==> config.mk <==
export PLATFORM = sky130hd
export DESIGN_NAME = tpu_lut_loader
export DESIGN_NICKNAME = d
export VERILOG_FILES = /design/src/rtl/tpu_lut_loader.sv
export SDC_FILE = /design/constraint.sdc
export NUM_CORES = 1
export LEC_CHECK = 0
export BUFFER_PORTS_ARGS = -buffer_cell sky130_fd_sc_hd__buf_2
export CORE_ASPECT_RATIO = 0.5
export CORE_MARGIN = 2
export CORE_UTILIZATION = 50
export CTS_BUF_LIST = sky130_fd_sc_hd__clkbuf_4
export DETAILED_ROUTE_END_ITERATION = 6
export MAX_ROUTING_LAYER = met4
export PLACE_DENSITY = 0.81
export SYNTH_ARGS = -nofsm -noshare
export SYNTH_HDL_FRONTEND = slang
export SYNTH_SLANG_ARGS = --single-unit
==> constraint.sdc <==
create_clock -name clk -period 6.3 [get_ports clk]
set_input_delay 1.89 -clock clk [delete_from_list [all_inputs] [get_ports clk]]
set_output_delay 1.89 -clock clk [all_outputs]
set_load 0.05 [all_outputs]
==> src/rtl/tpu_lut_loader.sv <==
// Writer-side sequencer for the tpu_lut_unit programming port: accepts a load command,
// then streams entries from a valid/ready source into consecutive addresses of one table.
module tpu_lut_loader #(
    parameter  int DATA_WIDTH = 16,
    parameter  int LUT_DEPTH  = 256,
    parameter  int NUM_LUTS   = 4,
    localparam int ADDR_W     = $clog2(LUT_DEPTH),
    localparam int SEL_W      = $clog2(NUM_LUTS)
) (
    input  logic                  clk,
    input  logic                  rst,
    input  logic                  cmd_valid,
    output logic                  cmd_ready,
    input  logic [SEL_W-1:0]      cmd_lut_sel,
    input  logic [ADDR_W-1:0]     cmd_base_addr,
    input  logic [ADDR_W:0]       cmd_count,
    input  logic                  src_valid,
    output logic                  src_ready,
    input  logic [DATA_WIDTH-1:0] src_data,
    input  logic                  abort,
    output logic                  lut_wr_en,
    output logic [ADDR_W-1:0]     lut_wr_addr,
    output logic [DATA_WIDTH-1:0] lut_wr_data,
    output logic [SEL_W-1:0]      lut_select,
    output logic                  busy,
    output logic                  done,
    output logic                  error,
    output logic [DATA_WIDTH-1:0] checksum,
    output logic [31:0]           words_written
);

    localparam int CNT_W = ADDR_W + 1;

    typedef enum logic [1:0] {
        S_IDLE,
        S_LOAD,
        S_FINISH
    } state_e;

    state_e                state_q;
    logic [SEL_W-1:0]      sel_q;
    logic [ADDR_W-1:0]     base_q;
    logic [ADDR_W-1:0]     idx_q;
    logic [CNT_W-1:0]      count_q;
    logic                  cmd_ready_q;
    logic                  src_ready_q;
    logic                  busy_q;
    logic                  done_q;
    logic                  error_q;
    logic                  wr_en_q;
    logic [ADDR_W-1:0]     wr_addr_q;
    logic [DATA_WIDTH-1:0] wr_data_q;
    logic [DATA_WIDTH-1:0] checksum_q;
    logic [31:0]           words_q;

    logic                  cmd_fire;
    logic                  cmd_legal;
    logic                  beat;
    logic                  last_beat;
    logic [ADDR_W-1:0]     wr_addr_d;
    logic [DATA_WIDTH-1:0] checksum_d;
    logic [31:0]           words_d;

    assign cmd_fire   = cmd_valid && cmd_ready_q;
    assign cmd_legal  = (cmd_count != '0) && (cmd_count <= CNT_W'(LUT_DEPTH));
    assign beat       = src_valid && src_ready_q;
    assign last_beat  = (CNT_W'(idx_q) + CNT_W'(1)) == count_q;
    // Address wraps naturally because LUT_DEPTH is a power of two.
    assign wr_addr_d  = base_q + idx_q;
    assign checksum_d = checksum_q + src_data;
    assign words_d    = words_q + 32'd1;

    // NOTE: all state uses non-blocking assignments so every branch reads pre-edge values.
    always_ff @(posedge clk) begin
        if (rst) begin
            // NOTE: datapath registers are reset too, because every output must read 0 after reset.
            state_q     <= S_IDLE;
            sel_q       <= '0;
            base_q      <= '0;
            idx_q       <= '0;
            count_q     <= '0;
            cmd_ready_q <= 1'b0;
            src_ready_q <= 1'b0;
            busy_q      <= 1'b0;
            done_q      <= 1'b0;
            error_q     <= 1'b0;
            wr_en_q     <= 1'b0;
            wr_addr_q   <= '0;
            wr_data_q   <= '0;
            checksum_q  <= '0;
            words_q     <= '0;
        end else begin
            wr_en_q <= 1'b0;
            done_q  <= 1'b0;
            error_q <= 1'b0;
            case (state_q)
                S_IDLE: begin
                    cmd_ready_q <= 1'b1;
                    if (cmd_fire) begin
                        if (cmd_legal) begin
                            sel_q       <= cmd_lut_sel;
                            base_q      <= cmd_base_addr;
                            count_q     <= cmd_count;
                            idx_q       <= '0;
                            checksum_q  <= '0;
                            state_q     <= S_LOAD;
                            cmd_ready_q <= 1'b0;
                            src_ready_q <= 1'b1;
                            busy_q      <= 1'b1;
                        end else begin
                            error_q <= 1'b1;
                        end
                    end
                end
                S_LOAD: begin
                    if (abort) begin
                        state_q     <= S_IDLE;
                        cmd_ready_q <= 1'b1;
                        src_ready_q <= 1'b0;
                        busy_q      <= 1'b0;
                        error_q     <= 1'b1;
                    end else if (beat) begin
                        wr_en_q    <= 1'b1;
                        wr_addr_q  <= wr_addr_d;
                        wr_data_q  <= src_data;
                        checksum_q <= checksum_d;
                        words_q    <= words_d;
                        idx_q      <= idx_q + ADDR_W'(1);
                        if (last_beat) begin
                            state_q     <= S_FINISH;
                            src_ready_q <= 1'b0;
                        end
                    end
                end
                S_FINISH: begin
                    state_q     <= S_IDLE;
                    cmd_ready_q <= 1'b1;
                    busy_q      <= 1'b0;
                    if (abort) begin
                        error_q <= 1'b1;
                    end else begin
                        done_q <= 1'b1;
                    end
                end
                default: begin
                    state_q <= S_IDLE;
                end
            endcase
        end
    end

    assign cmd_ready     = cmd_ready_q;
    assign src_ready     = src_ready_q;
    assign busy          = busy_q;
    assign done          = done_q;
    assign error         = error_q;
    assign lut_wr_en     = wr_en_q;
    assign lut_wr_addr   = wr_addr_q;
    assign lut_wr_data   = wr_data_q;
    assign lut_select    = sel_q;
    assign checksum      = checksum_q;
    assign words_written = words_q;

endmodule

==> impl_metrics.py, run 1 <==
metrics = {
    "status": {
        "outcome": "complete, no violations",
    },
    "die": {
        "floorplan.core_area_mm2": 0.0104,
        "floorplan.rows": 26,
        "die_extent_in_x_um": 152,
        "floorplan.initialDensity_pct": 52.4,
        "io_pins": 120,
        "die_height_um": 78.0,
        "fp.dieArea_mm2": 0.0119,
    },
    "run": {
        "cap_viol_max_count": 0,
    },
    "logic_synthesis": {
        "syn-cell-area_mm2": 0.00547,
        "syn-num-nets": 735,
        "ys_top_cells_by_area": "dfxtp_1 (39%), a21oi_1 (7.3%), nand2_1 (7.2%)",
        "async_flop_share_pct": 0,
        "netlist_instances": 665,
        "total_of_warnings_raised_by_yosys": 0,
        "ys_ff_latch": 107,
        "synth-seq-area-share_pct": 39.1,
        "synthFlopType": "dfxtp_1",
        "number_of_synthesized_flops_with_an_enable_pin": 0,
        "synthesis.area_per_instance_um2": 8.23,
        "synth_largest_area_cell": "dfxtp_1",
        "ys_types": 64,
        "yosys.area.top_type_share_pct": 39.1,
    },
    "clocking": {
        "clock-root-buffer": "clkbuf_4",
        "cts_htree_levels": 3,
        "worst_setup_hold_path_clk_slew_ns": 0.16,
        "cts_post_setup_buffers_inserted": 0,
        "cts_inserted_buffers": 9,
        "cts_resized": 0,
        "cts.path.max_buffers": 2,
        "clkLatencyLatePin_ns": 0.48,
        "cts.sinks": 107,
        "cts_hold_buf": 0,
        "tritoncts": "built",
    },
    "sta": {
        "timing.final.setup_violations": 0,
        "max_clock_freq_mhz": 245,
        "tns_ns": 0,
        "relSlewSlack_pct": 23.8,
        "rsz_0062_raised_after_global_routing": "false",
        "post_layout_min_period_ns": 4.08,
        "fin_worst_skew_ns": 0.00843,
        "hold_viol": 0,
        "worstMarginPinSlew_ns": 1.14,
        "final.period_utilization_pct": 64.8,
        "slew_viol_final": 0,
        "postLayoutSetupSlackWorst_ns": 2.22,
    },
    "routing": {
        "wirelength_um": 13600,
        "viasPerCell": 5.61,
        "drt.antenna.violating_nets": 0,
        "drt_drc_violations_left": 0,
        "wl_per_cell_um": 14.9,
        "total_iterations_of_the_first_detailed_routing_run": 5,
        "vias": 5111,
        "drt_iter0_markers": 326,
    },
    "placement": {
        "place.detailed.hpwl_um": 9810,
        "pre_cts_slack_ns": 1.77,
        "place.detailed.instances": 895,
        "port-buffer-count": 119,
        "finalWeightedCongestion": 0.841,
    },
    "power": {
        "static-leakage-power_nw": 2.59,
        "ir_drop_mv": 0.103,
        "power.density_mw_per_mm2": 178,
    },
    "global_route": {
        "track_usage_pct": 24.4,
        "grt_max_degree": 77,
        "grt_antenna_before_repair": 0,
        "remaining_global_route_overflow": 0,
        "vias_in_the_first_global_route": 4959,
        "first_pass_grt_wire_length_um": 23500,
    },
    "min_path": {
        "hp-class": "flip-flop to flip-flop",
    },
    "final_layout": {
        "finalNonFillerCells": 911,
        "design.final.nets": 836,
        "syn2layout_area_growth_pct": 14.0,
        "fin_util_pct": 59.8,
        "num-fill-cells": 988,
        "drive_gt1_share_pct": 19.3,
        "antennaDiodeCount": 0,
    },
    "critical_path": {
        "worstPathArrival_ns": 4.50,
        "worstPathMaxFanout": 13,
        "worstSetupEndpointType": "flip-flop",
        "critical_path.startpoint_type": "input port",
        "crit_type": "input port to flip-flop",
        "worst_ep_required_time_ns": 6.72,
    },
}
[layout make-up]
cell class	count	area [um^2]	area share [%]
Inverter	15	56.3	0.902
Sequential cell	107	2140	34.3
Clock inverter	7	51.3	0.822
Clock buffer	9	67.6	1.08
Multi-Input combinational cell	512	3140	50.3
Tap cell	140	175	2.81
Timing Repair Buffer	121	613	9.82
[per-layer routing]
| layer | wire length (um) | up-vias | track usage (%) |
|---|---|---|---|
| met1 | 6540 | 2417 | 31.2 |
| li1 | - | 2551 | - |
| met3 | 624 | 18 | 4.80 |
| met4 | 178 | 0 | 5.79 |
| met2 | 6250 | 125 | 40.4 |
| met5 | 0 | - | - |
[worst max-delay path: stages]
cell     delay, ns
buf_2         0.10
or4_1         0.59
o21ai_0       0.29
a31o_1        0.42
nand3_1       0.46
or3b_2        0.60
a21oi_1       0.15
[synth_stat cells (3+ instances only)]
master and n:
inv_1 14, and4_1 3, and3_1 7, ha_1 28, o21bai_1 3, o311ai_0 4
dfxtp_1 107, o31ai_1 6, and2_1 6, nor3_1 6, o21a_1 5, nand4b_1 3
a31oi_1 6, xor2_1 27, nor2b_1 7, nand4_1 12, a21o_1 6, nor4_1 3
nand3_1 27, nor2_1 45, xnor2_1 20, nand3b_1 12, clkbuf_1 22, or4_1 4
a2bb2oi_1 3, o21ai_0 26, nand2_1 105, buf_2 6, a21oi_1 80, a211oi_1 4
or3_1 16, nand2b_1 3
[where the power goes]
part | internal (mW) | switching, mW | total [mW] | leakage [nW]
Clock | 0.0834 | 0.241 | 0.325 | 0.0627
Sequential | 0.684 | 0.00597 | 0.690 | 0.863
Combinational | 0.0336 | 0.0640 | 0.0976 | 1.67
[placed cells by master (no fill, tap or decap), types with 14 or more instances in the layout]
cell type and count:
buf_2 118, dfxtp_1 107, nand2_1 105, a21oi_1 80, nor2_1 45, ha_1 28, nand3_1 27, xor2_1 27
o21ai_0 26, xnor2_1 20, or3_1 16, inv_1 14
[kinds of logic (layout without fill, tap and decap cells)]
group / count (synthesis) / in the layout / share of synthesized area [%]
compound gates: 162 / 162 / 17.9
buf+inv: 46 / 152 / 3.57
flops: 107 / 107 / 39.1
mux: 1 / 1 / 0.274
fa+ha+maj: 30 / 30 / 7.13
simple gates: 272 / 272 / 24.5
xor+xnor: 47 / 47 / 7.52
[sequential cells by signal, indices dropped and copies added (netlist names)]
signal         flops
count_q            9
lut_wr_addr        8
cmd_ready          1
busy               1
words_written     32
lut_select         2
idx_q              8
base_q             8
error              1
lut_wr_data       16
checksum          16
lut_wr_en          1
src_ready          1
done               1
state_q            2
[through the flow]
stage	area [um^2]	hold WS, ns	power, mW
CTS	6240	0.465	1.12
global route	6240	0.475	1.15
global placement	6120	0.438	0.798
finish	6240	0.465	1.11
floorplan	5470	0.441	0.770
detailed placement	6120	0.445	0.801
[path summary, 6_finish.rpt]
kind,from,to,slack (ns),cells after the start
hold / removal,lut_wr_addr[0]$_SDFFE_PP0P_,lut_wr_addr[0]$_SDFFE_PP0P_,0.46,2
setup / recovery,cmd_count[4],idx_q[2]$_SDFFE_PP0P_,2.22,7
hold reg to reg,lut_wr_addr[0]$_SDFFE_PP0P_,lut_wr_addr[0]$_SDFFE_PP0P_,0.46,2
setup reg to reg,state_q[1]$_SDFFE_PP0P_,idx_q[2]$_SDFFE_PP0P_,2.72,9
No activity file was read; power rests on OpenSTA's default activity.
==> run 2, diff against run 1 <==
==> constraint.sdc (replaced) <==
create_clock -name clk -period 3.8 [get_ports clk]
set_input_delay 1.14 -clock clk [delete_from_list [all_inputs] [get_ports clk]]
set_output_delay 1.14 -clock clk [all_outputs]
set_load 0.05 [all_outputs]
==> run 2 against run 1 <==
Compared with the run above: cell count increased by 1.3%; power increased by 68%; first-iteration DRC count increased by 7.4%; largest power group unchanged; worst setup slack worse by 1.4 ns; register-to-register slack worse by 1.5 ns.
==> impl_metrics.py, run 2 (synthesis gave the netlist of run 1 again) <==
metrics = {
    "global_route": {
        "grt_antenna_before_repair": 0,
        "first_pass_grt_wire_length_um": 22000,
        "vias_in_the_first_global_route": 4617,
        "grt_max_degree": 41,
        "track_usage_pct": 22.9,
        "remaining_global_route_overflow": 0,
    },
    "critical_path": {
        "worst_ep_required_time_ns": 4.16,
        "worstPathMaxFanout": 4,
        "critical_path.startpoint_type": "input port",
        "r2r_cells": 8,
        "crit_buf_inv": 1,
        "worst_path_largest_cell_delay_ns": 0.41,
        "reg_to_reg_startpoint": "checksum[0]$_SDFFE_PP0P_",
        "crit_slowest_cell": "fa_1",
        "crit_type": "input port to flip-flop",
        "timing.rr.end": "checksum[12]$_SDFFE_PP0P_",
        "worstPathArrival_ns": 3.37,
        "critical_path.cell_chain": "buf_2, ha_1, fa_1, a21o_1, a21oi_1, o31ai_1, a221o_1, a2111o_1, o311ai_0",
        "worst-r2r-setup-slack_ns": 1.22,
        "crit_path_end": "checksum[12]$_SDFFE_PP0P_",
        "worstSetupEndpointType": "flip-flop",
        "worst-path-stages": 9,
        "cp_top_family": "compound AO/OA/AOI/OAI gates",
        "critical_path.startpoint": "src_data[0]",
    },
    "sta": {
        "final.period_utilization_pct": 79.0,
        "slew_viol_final": 0,
        "rsz_0062_raised_after_global_routing": "false",
        "worstMarginPinSlew_ns": 0.763,
        "max_clock_freq_mhz": 333,
        "tns_ns": 0,
        "post_layout_min_period_ns": 3.00,
        "hold_viol": 0,
        "timing.final.setup_violations": 0,
        "relSlewSlack_pct": 48.6,
        "fin_worst_skew_ns": 0.0237,
    },
    "clocking": {
        "cts_hold_buf": 0,
        "cts_inserted_buffers": 9,
        "cts_htree_levels": 3,
        "cts_post_setup_buffers_inserted": 0,
        "cts.sinks": 107,
        "clock-root-buffer": "clkbuf_4",
        "worst_setup_hold_path_clk_slew_ns": 0.17,
        "cts_resized": 0,
        "clkLatencyLatePin_ns": 0.47,
        "cts.path.max_buffers": 2,
        "tritoncts": "built",
    },
    "die": {
        "floorplan.core_area_mm2": 0.0104,
        "floorplan.initialDensity_pct": 52.4,
        "die_height_um": 78.0,
        "die_extent_in_x_um": 152,
        "floorplan.rows": 26,
        "fp.dieArea_mm2": 0.0119,
        "io_pins": 120,
    },
    "routing": {
        "viasPerCell": 5.54,
        "total_iterations_of_the_first_detailed_routing_run": 5,
        "drt.antenna.violating_nets": 0,
        "vias": 5111,
        "drt_iter0_markers": 350,
        "wirelength_um": 13100,
        "drt_drc_violations_left": 0,
        "wl_per_cell_um": 14.1,
    },
    "final_layout": {
        "design.final.nets": 848,
        "drive_gt1_share_pct": 20.6,
        "mostFrequentLayoutCell": "buf_2",
        "syn2layout_area_growth_pct": 15.9,
        "number_of_flip_flops_in_the_largest_register": 32,
        "fin_util_pct": 60.7,
        "antennaDiodeCount": 0,
        "highest_count_cells_in_the_layout_ignoring_fill_and_taps": "buf_2 (118), dfxtp_1 (107), nand2_1 (105), a21oi_1 (80), nor2_1 (45)",
    },
    "power": {
        "share_clk_of_total_power_pct": 29.8,
        "power.density_mw_per_mm2": 294,
        "switching_power_mw": 0.526,
        "power_frac_seq_pct": 61.2,
        "ir_drop_mv": 0.132,
        "combPwrFrac_pct": 8.9,
        "static-leakage-power_nw": 2.66,
        "p_sw_share_pct": 28.2,
        "cellInternalPower_mw": 1.34,
    },
    "min_path": {
        "hp-class": "flip-flop to flip-flop",
        "min_from": "lut_wr_data[2]$_SDFFE_PP0P_",
    },
    "placement": {
        "place.detailed.hpwl_um": 9650,
        "port-buffer-count": 119,
        "finalWeightedCongestion": 0.907,
    },
    "run": {
        "cap_viol_max_count": 0,
    },
    "status": {
        "outcome": "complete, no violations",
    },
}
==> run 2: worst register-to-register path, delay by kind of cell, from the launching register on <==
kind | cells | cell delay (ns)
AOI/OAI and AO/OA | 6 | 1.46
adders and majority gates | 2 | 0.64
DFF | 1 | 0.37
==> run 2: per-stage QoR <==
stage               cells  instance area (um^2)  total power [mW]  setup slack (ns)  hold slack [ns]
floorplan             665                  5470              1.28             0.625            0.441
global placement      907                  6210              1.33             0.387            0.438
detailed placement    907                  6210              1.33             0.316            0.443
CTS                   923                  6340              1.88             0.842            0.465
global route          923                  6340              1.95             0.715            0.480
finish                923                  6340              1.87             0.799            0.462
==> run 2: power by group through the flow <==
stage / sequential, mW / combinational [mW] / clock (mW)
floorplan: 1.18 / 0.0952 / 0
global placement: 1.17 / 0.163 / 0
detailed placement: 1.17 / 0.165 / 0
CTS: 1.14 / 0.166 / 0.575
global route: 1.15 / 0.185 / 0.615
finish: 1.14 / 0.167 / 0.557
==> run 2: worst min-delay path by stage <==
| stage | cells after the start | to | slack (ns) |
|---|---|---|---|
| CTS | 2 | lut_wr_data[1]$_SDFFE_PP0P_ | 0.46 |
| floorplan | 2 | base_q[0]$_SDFFE_PP0P_ | 0.44 |
| global placement | 2 | lut_wr_data[5]$_SDFFE_PP0P_ | 0.44 |
| finish | 2 | lut_wr_data[2]$_SDFFE_PP0P_ | 0.46 |
| detailed placement | 2 | lut_wr_data[1]$_SDFFE_PP0P_ | 0.44 |
| global route | 2 | lut_wr_data[2]$_SDFFE_PP0P_ | 0.48 |
==> run 2: metal layers <==
metal | wire (um) | up-vias | GRT usage, %
met2 | 5930 | 117 | 35.6
met3 | 655 | 8 | 4.80
met4 | 92 | 0 | 4.86
met1 | 6380 | 2409 | 30.9
met5 | 0 | - | -
li1 | - | 2577 | -
==> run 2: layout make-up <==
| cell class | count | area (um^2) |
|---|---|---|
| repair buffers | 133 | 703 |
| inverters | 15 | 56.3 |
| clock buffers | 9 | 67.6 |
| fillers | 982 | 4100 |
| clock inverters | 7 | 62.6 |
| flip-flops and latches | 107 | 2140 |
| well taps | 140 | 175 |
| multi-input cells | 512 | 3140 |
